**src/rtl/fp_flopoco_pkg.sv**
```systemverilog
// Shared FloPoCo single-precision encoding: exception tags, 34-bit word layout
// and a saturating 16-bit counter helper.
package fp_flopoco_pkg;

  typedef enum logic [1:0] {
    EXN_ZERO   = 2'b00,
    EXN_NORMAL = 2'b01,
    EXN_INF    = 2'b10,
    EXN_NAN    = 2'b11
  } exn_e;

  typedef struct packed {
    exn_e        exn;
    logic        sign;
    logic [7:0]  exp;
    logic [22:0] frac;
  } flopoco_word_t;

  localparam int FLOPOCO_W = $bits(flopoco_word_t);

  function automatic logic [15:0] sat_inc16(input logic [15:0] value);
    return (value == 16'hFFFF) ? value : value + 16'd1;
  endfunction

endpackage

```
**src/rtl/fp_sp_ieee_classify.sv**
```systemverilog
// Combinational IEEE-754 binary32 -> FloPoCo conversion with class flags.
// Define FP_SUBNORMAL_MAP_EN to map large subnormals instead of flushing them.
module fp_sp_ieee_classify
  import fp_flopoco_pkg::*;
(
  input  logic [31:0]   ieee_i,
  output flopoco_word_t word_o,
  output logic          is_nan_o,
  output logic          is_subn_o
);

  logic        sign_f;
  logic [7:0]  exp_f;
  logic [22:0] frac_f;
  logic        exp_zero;
  logic        exp_max;
  logic        frac_zero;

  assign sign_f    = ieee_i[31];
  assign exp_f     = ieee_i[30:23];
  assign frac_f    = ieee_i[22:0];
  assign exp_zero  = (exp_f == 8'h00);
  assign exp_max   = (exp_f == 8'hFF);
  assign frac_zero = (frac_f == 23'h0);

  assign is_nan_o  = exp_max & ~frac_zero;
  assign is_subn_o = exp_zero & ~frac_zero;

  // Every class keeps the sign; only normals (and mapped subnormals) carry payload.
  always_comb begin
    word_o.exn  = EXN_ZERO;
    word_o.sign = sign_f;
    word_o.exp  = 8'h00;
    word_o.frac = 23'h0;
    if (exp_max) begin
      word_o.exn = frac_zero ? EXN_INF : EXN_NAN;
    end else if (!exp_zero) begin
      word_o.exn  = EXN_NORMAL;
      word_o.exp  = exp_f;
      word_o.frac = frac_f;
    end
`ifdef FP_SUBNORMAL_MAP_EN
    else if (frac_f[22]) begin
      word_o.exn  = EXN_NORMAL;
      word_o.frac = {frac_f[21:0], 1'b0};
    end
`endif
  end

endmodule

```
**src/rtl/fp_sp_ieee_to_flopoco_stream.sv**
```systemverilog
// Elastic valid/ready stream converting IEEE-754 binary32 words to FloPoCo format,
// LATENCY (1 or 2) register stages. Subnormal mapping via FP_SUBNORMAL_MAP_EN.
module fp_sp_ieee_to_flopoco_stream
  import fp_flopoco_pkg::*;
#(
  parameter int LATENCY = 1
) (
  input  logic        clk,
  input  logic        rst,
  input  logic        ce,
  input  logic        in_valid,
  output logic        in_ready,
  input  logic [31:0] in_data,
  output logic        out_valid,
  input  logic        out_ready,
  output logic [33:0] out_data,
  output logic [15:0] nan_count,
  output logic [15:0] subn_count
);

  if (LATENCY != 1 && LATENCY != 2) begin : g_bad_latency
    $error("fp_sp_ieee_to_flopoco_stream: LATENCY must be 1 or 2");
  end

  flopoco_word_t cls_word;
  logic          cls_nan;
  logic          cls_subn;

  fp_sp_ieee_classify u_classify (
    .ieee_i    (in_data),
    .word_o    (cls_word),
    .is_nan_o  (cls_nan),
    .is_subn_o (cls_subn)
  );

  genvar gi;
  for (gi = 0; gi < LATENCY; gi++) begin : g_stage
    logic          valid_q;
    logic          valid_d;
    flopoco_word_t data_q;
    flopoco_word_t data_d;
    logic          up_valid;
    flopoco_word_t up_data;
    logic          down_adv;
    logic          adv;

    if (gi == 0) begin : g_head
      assign up_valid = in_valid;
      assign up_data  = cls_word;
    end else begin : g_body
      assign up_valid = g_stage[gi-1].valid_q;
      assign up_data  = g_stage[gi-1].data_q;
    end

    if (gi == LATENCY - 1) begin : g_tail
      assign down_adv = out_ready;
    end else begin : g_mid
      assign down_adv = g_stage[gi+1].adv;
    end

    // A stage moves when it is empty or its content leaves downstream; ce freezes all.
    assign adv = ce & (~valid_q | down_adv);

    always_comb begin
      valid_d = valid_q;
      data_d  = data_q;
      if (adv) begin
        valid_d = up_valid;
        if (up_valid) begin
          data_d = up_data;
        end
      end
    end

    always_ff @(posedge clk or posedge rst) begin
      if (rst) begin
        valid_q <= 1'b0;
        data_q  <= '0;
      end else begin
        valid_q <= valid_d;
        data_q  <= data_d;
      end
    end
  end

  assign in_ready  = g_stage[0].adv;
  assign out_valid = g_stage[LATENCY-1].valid_q;
  assign out_data  = g_stage[LATENCY-1].data_q;

  logic        accept;
  logic [15:0] nan_q;
  logic [15:0] nan_d;
  logic [15:0] subn_q;
  logic [15:0] subn_d;

  assign accept = in_valid & in_ready;

  always_comb begin
    nan_d  = nan_q;
    subn_d = subn_q;
    if (accept && cls_nan) begin
      nan_d = sat_inc16(nan_q);
    end
    if (accept && cls_subn) begin
      subn_d = sat_inc16(subn_q);
    end
  end

  always_ff @(posedge clk or posedge rst) begin
    if (rst) begin
      nan_q  <= 16'h0;
      subn_q <= 16'h0;
    end else begin
      nan_q  <= nan_d;
      subn_q <= subn_d;
    end
  end

  assign nan_count  = nan_q;
  assign subn_count = subn_q;

endmodule

```
**config.mk**
```make
export PLATFORM = sky130hd
export DESIGN_NAME = fp_sp_ieee_to_flopoco_stream
export DESIGN_NICKNAME = d
export VERILOG_FILES = /design/src/rtl/fp_flopoco_pkg.sv /design/src/rtl/fp_sp_ieee_classify.sv /design/src/rtl/fp_sp_ieee_to_flopoco_stream.sv
export SDC_FILE = /design/constraint.sdc
export NUM_CORES = 1
export LEC_CHECK = 0
export BUFFER_PORTS_ARGS = -buffer_cell sky130_fd_sc_hd__buf_4
export CORE_ASPECT_RATIO = 1.2
export CORE_MARGIN = 8
export CORE_UTILIZATION = 54
export CTS_CLUSTER_SIZE = 25
export DETAILED_ROUTE_END_ITERATION = 7
export GPL_TIMING_DRIVEN = 0
export HOLD_SLACK_MARGIN = 0.02
export PLACE_DENSITY = 0.85
export SETUP_SLACK_MARGIN = 0.3
export SLEW_MARGIN = 30
export SYNTH_ARGS = -nofsm -noshare
export SYNTH_HDL_FRONTEND = slang
export SYNTH_SLANG_ARGS = --single-unit
```
**constraint.sdc**
```tcl
create_clock -name clk -period 3.4 [get_ports clk]
set_clock_uncertainty 0.15 [all_clocks]
set_input_delay 0.51 -clock clk [delete_from_list [all_inputs] [get_ports clk]]
set_output_delay 0.51 -clock clk [all_outputs]
set_load 0.01 [all_outputs]
```
Word-level counts from Yosys, hierarchy flattened
Index checks and enable logic that the tools add are counted.
{ "word_totals": {"ff_bits": 67, "in_bits": 37, "latch_bits": 0, "romBits": 0, "mem_count": 0, "word_cells": 33, "ramBits": 0} }
{ "op_classes": {"multipliers": 0, "eq_ne": 3, "add_sub_neg": 2, "reduce_logical": 7, "bitwise_logic": 9, "shifts": 0, "n_mux": 5, "magnitude_cmp": 0, "n_div": 0} }
{ "ops": {"columns": ["cell", "count"], "rows": [
  ["two-way mux 31 bit", 2],
  ["adder 16 x 1 -> 16 bit (second input constant)", 2],
  ["equality test 16 bit (second input constant)", 2],
  ["logical NOT 23 bit", 1],
  ["equality test 8 bit (second input constant)", 1],
  ["logical NOT 8 bit", 1],
  ["AND reduction 2 bit", 3],
  ["AND 1 bit", 4],
  ["inverter 1 bit", 4],
  ["logical AND 1 bit", 2],
  ["two-way mux 1 bit", 2],
  ["two-way mux 2 bit", 1],
  ["bitwise OR 1 bit", 1]
]} }

Longest topological paths before layout
Gate-level depths: netlist of run 1.
{ "logic_depth": {"ltp_word": 6, "depth_mapped": 6} }

Hierarchy
A second synthesis of run 1 with hierarchy kept.
{ "hier_totals": {"cells_unflattened": 277, "hier_area_um2": 3380.7} }
{ "modules_own_cells": {"columns": ["mod", "seq_area_each_um2", "area_each_um2", "n_inst", "cells_per_inst"], "rows": [
  ["fp_sp_ieee_to_flopoco_stream", 1676.6, 2912.8, 1, 222],
  ["fp_sp_ieee_classify", 0.0, 467.9, 1, 55]
]} }

Least setup slack after synthesis of run 1
OpenSTA, ideal clock, no wires.
{ "synth_timing": {"kind": "input -> register", "start": "input port in_data[28]", "end": "register subn_q[12] (netlist: subn_count[12])", "cell_stages": 5, "t_arrival_ns": 1.868, "setup_slack_ns": 1.255, "cell_sequence": "or4_4 -> nor2_4 -> nand2_1 -> nor4_1 -> mux2_1"} }
{ "synth_between": {"elab_chain_len": 4} }
{ "synth_rtl": {"columns": ["item", "line", "rtl"], "rows": [
  ["from (decl)", "fp_sp_ieee_to_flopoco_stream.sv:13", "input logic [31:0] in_data,"],
  ["logical NOT 8 bit", "fp_sp_ieee_classify.sv:22", "assign exp_zero = (exp_f == 8'h00);"],
  ["AND 1 bit", "fp_sp_ieee_classify.sv:27", "assign is_subn_o = exp_zero & ~frac_zero;"],
  ["logical AND 1 bit", "fp_sp_ieee_to_flopoco_stream.sv:104", "if (accept && cls_subn) begin"],
  ["AND reduction 2 bit (no line)", null, null],
  ["to (signal assigned)", "fp_sp_ieee_to_flopoco_stream.sv:115", "subn_q <= subn_d;"],
  ["to (decl)", "fp_sp_ieee_to_flopoco_stream.sv:93", "logic [15:0] subn_q;"]
]} }
Every way passes these cells.
A chain may end at the register's enable or synchronous reset.

Final worst setup path of run 1
{ "layout_timing": {"start": "input port in_data[22]", "end": "register nan_q[4] (netlist: nan_count[4])"} }
{ "layout_between": {"elab_chain_len": 5} }
{ "layout_rtl": {"columns": ["item", "line", "rtl"], "rows": [
  ["logical NOT 23 bit", "fp_sp_ieee_classify.sv:24", "assign frac_zero = (frac_f == 23'h0);"],
  ["inverter 1 bit", "fp_sp_ieee_classify.sv:26", "assign is_nan_o = exp_max & ~frac_zero;"],
  ["AND 1 bit", "fp_sp_ieee_classify.sv:26", null],
  ["logical AND 1 bit", "fp_sp_ieee_to_flopoco_stream.sv:101", "if (accept && cls_nan) begin"],
  ["AND reduction 2 bit (no line)", null, null],
  ["to (signal assigned)", "fp_sp_ieee_to_flopoco_stream.sv:114", "nan_q <= nan_d;"],
  ["to (decl)", "fp_sp_ieee_to_flopoco_stream.sv:91", "logic [15:0] nan_q;"]
]} }
Every way passes these cells.

==> flow_metrics.env, run 1 <==
export IMPL_status="complete, no violations"
export IMPL_leakage_uw=0.00207
export IMPL_die_area_mm2=0.00827
export IMPL_yosysSeqAreaShare_pct=55.3
export IMPL_core_mm2=0.00556
export IMPL_drtAntennaViolNets=0
export IMPL_grt_overflow_total=0
export IMPL_p_per_area_mw_per_mm2=440
export IMPL_path_class="in2reg"
export IMPL_holdWs_ns=0.219
export IMPL_vias=2497
export IMPL_grt_max_degree=53
export IMPL_dieHeight_um=98.1
export IMPL_relSlewSlack_pct=57.2
export IMPL_hold_buffers=1
export IMPL_p_switching_uw=464
export IMPL_critPathRequiredTime_ns=3.45
export IMPL_drc=0
export IMPL_syn_area_mm2=0.00303
export IMPL_p_int_uw=1340
export IMPL_crit_chain="buf_4 -> nor4_1 -> nand4_1 -> o21ai_2 -> buf_2 -> nor3_1 -> xor2_1"
export IMPL_fmax_mhz=433
export IMPL_setup_slack_ns=1.09
export IMPL_min_from="in_data[31]"
export IMPL_rr_endpoint="subn_count[6]"
export IMPL_min_to="out_data[31]"
export IMPL_place_congestion=0.788
export IMPL_seq_area_mm2=0.00168
export IMPL_clk_pin_slew_ns=0.07
export IMPL_hold_path_depth=3
export IMPL_slew_viol_final=0
export IMPL_worstMarginPinSlew_ns=0.640
export IMPL_drt_initial_drc_count=105
export IMPL_rows=30
export IMPL_netlist_cell_type_count=41
export IMPL_regToRegStartpoint="subn_count[0]"
export IMPL_synthTopCellsByArea="dfrtp_1 55%, a22o_1 8.7%, xor2_1 7.5%"
export IMPL_initial_utilization_pct=54.5
export IMPL_design_area_mm2=0.00410
export IMPL_hold_viol_final=0
export IMPL_layout_common_cells="105 x buf_4, 67 x dfrtp_1, 30 x a22o_1"
export IMPL_endpoint_kind="flop"
export IMPL_portBuffers=104
export IMPL_drt_pass1_iter_count=4
export IMPL_rrSetupSlack_ns=1.10
export IMPL_routed_wl_mm=8.05
export IMPL_slowest_delay_ns=0.42
export IMPL_place_ws_ns=0.824
export IMPL_placed_area_mm2=0.00392
export IMPL_grt_pass1_wl_mm=13.3
export IMPL_finalCriticalPeriod_ns=2.31
export IMPL_diodes=0
export IMPL_cts_tree="done"
export IMPL_grt_usage_pct=19.9
export IMPL_via_per_inst=5.78
export IMPL_die_x_um=84.4
export IMPL_pin_count=105
export IMPL_critPathArrivalTime_ns=2.36
export IMPL_switching_share_pct=25.8
export IMPL_ctsResizeCount=0
export IMPL_antenna_found_initial=0
export IMPL_clockBufferDepth=2
export IMPL_post_route_period_util_pct=68.0
export IMPL_setup_tns_ns=0
export IMPL_synth_top_area_share_pct=55.3
export IMPL_rsz0062_at_grt="no"
export IMPL_reg2reg_depth=6
export IMPL_final_core_util_pct=73.8
export IMPL_setup_viol=0
export IMPL_postCtsSetupBuffers=0
export IMPL_cts_made_buffers=9
export IMPL_yosysWarnings=0
export IMPL_drive_gt1_share_pct=41.0
export IMPL_syn2layout_area_growth_pct=35.2
export IMPL_syn_nets=287
export IMPL_place_hpwl_mm=5.92
export IMPL_hold_path_class="in2reg"
export IMPL_mostFrequentLayoutCell="buf_4"
export IMPL_synth_top_area_cell="dfrtp_1"
export IMPL_start_kind="input port"
export IMPL_multi_input_area_mm2=0.00128
export IMPL_power_share_sequential_pct=50.6
export IMPL_wl_per_cell_um=18.6
export IMPL_final_net_count=404
export IMPL_grt_pass1_vias=2632
export IMPL_p_comb_share_pct=17.9
export IMPL_max_cap_violations=0
export IMPL_peakVddDrop_uv=270
export IMPL_worst_path_max_delay_cell="o21ai_2"
export IMPL_pwr_share_clk_pct=31.5
export IMPL_htree_levels=3
export IMPL_cts_sinks=67
export IMPL_cts_root_buf="clkbuf_8"
export IMPL_clk_latency_ns=0.33
export IMPL_crit_fanout=10
export IMPL_ys_ff_latch=67
export IMPL_syn_avg_cell_area_um2=12.2
export IMPL_synthCells=248
export IMPL_fillers=418
[per-layer routing]
metal  part of all wire, %  wire [µm]  vias to the layer above  track usage [%]
li1                      -          -                     1158                -
met2                    47       3810                       91             31.0
met3                   5.9        478                       16             4.54
met4                   2.9        232                        0             11.3
met1                    44       3530                     1232             24.7
met5                     0          0                        -                0
[power by group through the flow]
stage | clock network, µW | logic, µW | registers [µW]
6_report | 568 | 323 | 912
5_1_grt | 613 | 349 | 920
4_1_cts | 577 | 326 | 912
3_5_place_dp | 0 | 322 | 927
3_3_place_gp | 0 | 313 | 922
2_1_floorplan | 0 | 97.3 | 956
[Yosys cell counts, drive strengths merged]
| master | instances |
|---|---|
| a21boi | 1 |
| a221oi | 1 |
| a22o | 31 |
| and2 | 1 |
| and2b | 1 |
| and3 | 2 |
| and4 | 4 |
| buf | 6 |
| clkbuf | 3 |
| dfrtp | 67 |
| ha | 2 |
| inv | 5 |
| mux2 | 3 |
| nand2 | 17 |
| nand2b | 2 |
| nand3 | 13 |
| nand4 | 6 |
| nor2 | 10 |
| nor3 | 12 |
| nor3b | 2 |
| nor4 | 19 |
| nor4b | 4 |
| o211ai | 1 |
| o21ai | 2 |
| o21bai | 1 |
| or3 | 2 |
| or4 | 2 |
| xnor2 | 2 |
| xor2 | 26 |
[state kept, by name, indices dropped and copies added (netlist names)]
signal,count
nan_count,16
out_data,34
out_valid,1
subn_count,16
[cell type report]
class	instances	area share, %
multi-input cells	167	31.4
clock inverters	3	0.366
inverters	5	0.519
flip-flops and latches	67	40.9
plain buffers	9	1.22
well taps	64	1.95
repair buffers	106	20.0
clock buffers	11	3.69
[how the worst max path moves through the flow]
stage	startpoint	to	slack, ns	cells after the start
6_report	in_data[22]	nan_count[4]	1.09	7
5_1_grt	subn_count[0]	subn_count[6]	0.95	6
4_1_cts	in_data[22]	nan_count[4]	1.07	7
3_5_place_dp	in_data[22]	nan_count[4]	0.82	7
3_3_place_gp	rst	subn_count[1]	0.26	2
2_1_floorplan	rst	nan_count[0]	1.06	1
[cells by family (layout without fill, tap and decap cells)]
logic type      count (synthesis)  in the layout  share of synthesized area (%)
buf+inv                        14            134                           2.27
xor+xnor                       28             28                           8.09
fa+ha+maj                       2              2                          0.826
mux                             3              3                           1.11
simple gates                   97             97                           21.4
compound gates                 37             37                           10.9
flops                          67             67                           55.3
[critical path, delay by kind of cell]
family | cells | cell delay (ns)
AO/OA/AOI/OAI | 1 | 0.42
XOR/XNOR | 1 | 0.14
buffers and inverters | 2 | 0.42
AND/OR/NAND/NOR | 3 | 0.87
[per-stage QoR]
step | total power [µW] | instances
final | 1800 | 432
after global routing | 1880 | 432
after CTS | 1820 | 432
after detailed placement | 1250 | 417
after global placement | 1240 | 416
after floorplan | 1050 | 248
No activity file was read; power rests on OpenSTA's default activity.
==> run 2, diff against run 1 <==
--- a/config.mk
+++ b/config.mk
@@ -8,12 +8,12 @@
 export BUFFER_PORTS_ARGS = -buffer_cell sky130_fd_sc_hd__buf_4
 export CORE_ASPECT_RATIO = 1.2
 export CORE_MARGIN = 8
-export CORE_UTILIZATION = 54
+export CORE_UTILIZATION = 50
 export CTS_CLUSTER_SIZE = 25
 export DETAILED_ROUTE_END_ITERATION = 7
 export GPL_TIMING_DRIVEN = 0
 export HOLD_SLACK_MARGIN = 0.02
-export PLACE_DENSITY = 0.85
+export PLACE_DENSITY = 0.8
 export SETUP_SLACK_MARGIN = 0.3
 export SLEW_MARGIN = 30
 export SYNTH_ARGS = -nofsm -noshare
==> constraint.sdc (replaced) <==
create_clock -name clk -period 2.2 [get_ports clk]
set_clock_uncertainty 0.15 [all_clocks]
set_input_delay 0.33 -clock clk [delete_from_list [all_inputs] [get_ports clk]]
set_output_delay 0.33 -clock clk [all_outputs]
set_load 0.01 [all_outputs]
==> flow_metrics.env, run 2 (synthesis results as in run 1) <==
export IMPL_status="complete, no violations"
export IMPL_mostFrequentLayoutCell="buf_4"
export IMPL_p_per_area_mw_per_mm2=648
export IMPL_vias=2687
export IMPL_rrSetupSlack_ns=0.28
export IMPL_grt_usage_pct=19.0
export IMPL_drc=0
export IMPL_max_cap_violations=0
export IMPL_critPathArrivalTime_ns=2.03
export IMPL_busiest_layer="met2"
export IMPL_fmax_mhz=520
export IMPL_hold_viol_final=0
export IMPL_globalRouteMet1Util_pct=23.7
export IMPL_grtUsageMet2_pct=30.0
export IMPL_critPathBufInv=0
export IMPL_antenna_found_initial=0
export IMPL_crit_family="simple AND/OR/NAND/NOR gates"
export IMPL_critPathRequiredTime_ns=2.30
export IMPL_core_mm2=0.00593
export IMPL_place_ws_ns=-0.200
export IMPL_grt_pass1_vias=2633
export IMPL_drtAntennaViolNets=0
export IMPL_place_congestion=0.760
export IMPL_drive_gt1_share_pct=51.2
export IMPL_diodes=0
export IMPL_syn2layout_area_growth_pct=53.9
export IMPL_clockBufferDepth=2
export IMPL_clk_pin_slew_ns=0.07
export IMPL_final_net_count=434
export IMPL_pin_count=105
export IMPL_crit_chain="and4_4 -> nand3_2 -> or3_1 -> nor3_2 -> xor2_1"
export IMPL_cts_root_buf="clkbuf_8"
export IMPL_leakage_uw=0.00227
export IMPL_worst_path_max_delay_cell="or3_1"
export IMPL_rows=31
export IMPL_cts_sinks=67
export IMPL_drt_pass1_iter_count=4
export IMPL_slowest_delay_ns=0.44
export IMPL_rsz0062_at_grt="yes"
export IMPL_largest_reg_flops=34
export IMPL_die_area_mm2=0.00882
export IMPL_finalCriticalPeriod_ns=1.92
export IMPL_path_class="reg2reg"
export IMPL_grt_pass1_wl_mm=13.1
export IMPL_setup_tns_ns=0
export IMPL_cts_tree="done"
export IMPL_post_route_period_util_pct=87.5
export IMPL_cts_made_buffers=9
export IMPL_routed_wl_mm=9.11
export IMPL_grt_max_degree=26
export IMPL_portBuffers=104
export IMPL_place_hpwl_mm=5.93
export IMPL_setup_slack_ns=0.276
export IMPL_hold_path_class="in2reg"
export IMPL_layout_common_cells="126 x buf_4, 63 x dfrtp_1, 30 x a22o_1"
export IMPL_relSlewSlack_pct=64.8
export IMPL_crit_fanout=5
export IMPL_initial_utilization_pct=51.1
export IMPL_peakVddDrop_uv=476
export IMPL_wl_per_cell_um=18.9
export IMPL_drt_initial_drc_count=148
export IMPL_dieHeight_um=101
export IMPL_start_kind="flop"
export IMPL_via_per_inst=5.57
export IMPL_grt_overflow_total=0
export IMPL_use_met3_pct=4.14
export IMPL_worstMarginPinSlew_ns=0.526
export IMPL_htree_levels=3
export IMPL_slew_viol_final=0
export IMPL_setup_viol=0
export IMPL_clk_latency_ns=0.35
export IMPL_die_x_um=87.1
export IMPL_endpoint_kind="flop"
[run 2: path summary, 6_finish.rpt]
| path | start | end | depth (start not counted) |
|---|---|---|---|
| worst max-delay path | subn_count[6] | subn_count[15] | 5 |
| worst min-delay path | in_data[18] | out_data[18] | 2 |
| worst max register to register | subn_count[6] | subn_count[15] | 5 |
| worst min register to register | out_data[31] | out_data[31] | 2 |
| max in group asynchronous | rst | subn_count[6] | 4 |
| min in group asynchronous | rst | nan_count[10] | 3 |
[run 2: power by group]
part | leakage [µW] | internal [µW] | switching, µW | total (µW)
Sequential | 0.000860 | 1340 | 64.3 | 1410
Clock | 0.000103 | 635 | 462 | 1100
Combinational | 0.00130 | 290 | 227 | 517
[run 2: through the flow]
stage	utilization [%]	total power, µW	cells	cell area [µm²]	hold WS [ns]
5_1_grt	78.6	3150	482	4660	0.0567
6_report	78.6	3020	482	4660	0.0621
3_3_place_gp	66.0	1910	434	3920	0.314
3_5_place_dp	66.8	1930	436	3970	0.256
4_1_cts	72.6	3030	462	4310	0.0542
2_1_floorplan	-	1630	248	3030	0.285
[run 2: final cells by class]
cell class | count | area [µm²]
well taps | 82 | 103
fillers | 387 | 1270
clock inverters | 5 | 77.6
plain buffers | 9 | 75.1
multi-input cells | 167 | 1480
repair buffers | 136 | 1090
flip-flops and latches | 67 | 1680
inverters | 5 | 22.5
clock buffers | 11 | 131
[run 2: per-layer routing]
metal  share of wire, %  wire length (µm)
met2                 50              4590
met1                 42              3800
met3                5.7               517
met5                  0                 0
met4                2.2               201
[run 2: timing repair]
| item | in CTS | in global routing |
|---|---|---|
| hold buffers | 2 | 0 |
| pin swaps | 3 | 13 |
| endpoints found under the setup margin | 57 | 50 |
| cloned | 0 | 3 |
| setup buffers | 8 | 17 |
| hold endpoints to repair | 20 | 0 |
| resized for setup | 12 | 43 |
==> run 3, diff against run 2 <==
--- a/config.mk
+++ b/config.mk
@@ -7,7 +7,6 @@
 export LEC_CHECK = 0
 export BUFFER_PORTS_ARGS = -buffer_cell sky130_fd_sc_hd__buf_4
 export CORE_ASPECT_RATIO = 1.2
-export CORE_MARGIN = 8
 export CORE_UTILIZATION = 50
 export CTS_CLUSTER_SIZE = 25
 export DETAILED_ROUTE_END_ITERATION = 7
==> flow_metrics.env, run 3 (synthesis results as in run 1) <==
export IMPL_status="complete, no violations"
export IMPL_peakVddDrop_uv=383
export IMPL_drive_gt1_share_pct=48.2
export IMPL_rsz0062_at_grt="yes"
export IMPL_slew_viol_final=0
export IMPL_fmax_mhz=530
export IMPL_routed_wl_mm=7.85
export IMPL_wl_per_cell_um=16.8
export IMPL_multi_input_area_mm2=0.00144
export IMPL_hold_path_depth=3
export IMPL_endpoint_kind="flop"
export IMPL_syn2layout_area_growth_pct=47.7
export IMPL_start_kind="flop"
export IMPL_setup_tns_ns=0
export IMPL_critPathBufInv=2
export IMPL_cts_tree="done"
export IMPL_min_from="in_data[31]"
export IMPL_path_class="reg2reg"
export IMPL_layout_common_cells="119 x buf_4, 64 x dfrtp_1, 30 x a22o_1"
export IMPL_drt_initial_drc_count=162
export IMPL_critPathArrivalTime_ns=1.95
export IMPL_dieHeight_um=87.3
export IMPL_core_mm2=0.00574
export IMPL_min_to="out_data[31]"
export IMPL_grt_usage_pct=24.5
export IMPL_leakage_uw=0.00220
export IMPL_vias=2631
export IMPL_final_net_count=422
export IMPL_rrSetupSlack_ns=0.31
export IMPL_reg2reg_depth=7
export IMPL_fillers=367
export IMPL_crit_fanout=10
export IMPL_initial_utilization_pct=52.8
export IMPL_portBuffers=104
export IMPL_rows=30
export IMPL_drt_pass1_iter_count=4
export IMPL_holdWs_ns=0.0308
export IMPL_cts_sinks=67
export IMPL_max_cap_violations=0
export IMPL_worstMarginPinSlew_ns=0.485
export IMPL_via_per_inst=5.62
export IMPL_clk_pin_slew_ns=0.07
export IMPL_seq_area_mm2=0.00168
export IMPL_mostFrequentLayoutCell="buf_4"
export IMPL_finalCriticalPeriod_ns=1.89
export IMPL_cts_made_buffers=9
export IMPL_clk_latency_ns=0.34
export IMPL_pin_count=105
export IMPL_crit_chain="and4_4 -> nand4_1 -> buf_4 -> nor2_4 -> buf_6 -> nor3_1 -> xor2_1"
export IMPL_antenna_found_initial=0
export IMPL_htree_levels=3
export IMPL_largest_reg_flops=34
export IMPL_grt_overflow_total=0
export IMPL_relSlewSlack_pct=67.7
export IMPL_die_x_um=73.1
export IMPL_hold_viol_final=0
export IMPL_drc=0
export IMPL_critPathRequiredTime_ns=2.26
export IMPL_rr_endpoint="nan_count[8]"
export IMPL_diodes=0
export IMPL_place_hpwl_mm=5.29
export IMPL_die_area_mm2=0.00638
export IMPL_drtAntennaViolNets=0
export IMPL_place_congestion=0.800
export IMPL_final_core_util_pct=78.0
export IMPL_cts_root_buf="clkbuf_8"
export IMPL_crit_family="simple AND/OR/NAND/NOR gates"
export IMPL_post_route_period_util_pct=85.8
export IMPL_grt_pass1_wl_mm=11.9
export IMPL_setup_viol=0
export IMPL_worst_path_max_delay_cell="dfrtp_1"
export IMPL_slowest_delay_ns=0.44
export IMPL_grt_pass1_vias=2497
export IMPL_grt_max_degree=30
export IMPL_p_per_area_mw_per_mm2=654
export IMPL_clockBufferDepth=2
export IMPL_crit_start="nan_count[3]"
export IMPL_hold_path_class="in2reg"
export IMPL_regToRegStartpoint="nan_count[3]"
run 3: how the worst max path moves through the flow:
stage	to	slack, ns	cells past startpoint
6_report	nan_count[8]	0.31	7
5_1_grt	nan_count[7]	0.24	5
4_1_cts	nan_count[9]	0.27	6
3_5_place_dp	nan_count[6]	-0.12	7
3_3_place_gp	nan_count[10]	-0.16	7
2_1_floorplan	subn_count[12]	0.27	5
run 3: what timing repair did:
action,4_1_cts,5_1_grt
buffers inserted,5,11
hold buffers,1,0
endpoints found under the setup margin,48,51
resized for setup,8,36
endpoints found under the hold margin,12,0
gates cloned,0,1
pin swaps,4,7
run 3: layout make-up:
class	instances	share of cell area (%)
plain buffers	9	1.68
clock buffers	11	3.16
clock inverters	5	1.17
inverters	5	0.503
multi-input cells	167	32.1
flip-flops and latches	67	37.5
well taps	80	2.24
repair buffers	124	21.6
run 3: per-layer routing:
layer	GRT usage, %	part of all wire (%)	routed length (µm)	up-vias
li1	-	-	-	1204
met4	9.98	1.4	110	0
met3	4.75	5.6	441	9
met5	0	0	0	-
met1	32.5	41	3220	1319
met2	39.4	52	4070	99
run 3: worst min-delay path: stages:
cell	delay, ns
buf_4	0.07
nand2_1	0.04
nand2_1	0.05
run 3: metrics by stage:
step                      setup WS (ns)  std cells  power (µW)  instance area, µm²
after floorplan                   0.266        248        1630                3030
after global placement           -0.159        432        1900                3920
after detailed placement         -0.124        434        1920                3960
after CTS                         0.268        456        2930                4240
after global routing              0.238        468        3040                4480
final                             0.312        468        2930                4480
run 3: report_power, final:
group | switching (µW) | internal (µW) | total (µW) | leakage [µW]
Clock | 465 | 549 | 1010 | 0.0000991
Combinational | 222 | 282 | 504 | 0.00124
Sequential | 65.7 | 1340 | 1410 | 0.000861
Total | 753 | 2170 | 2930 | 0.00220
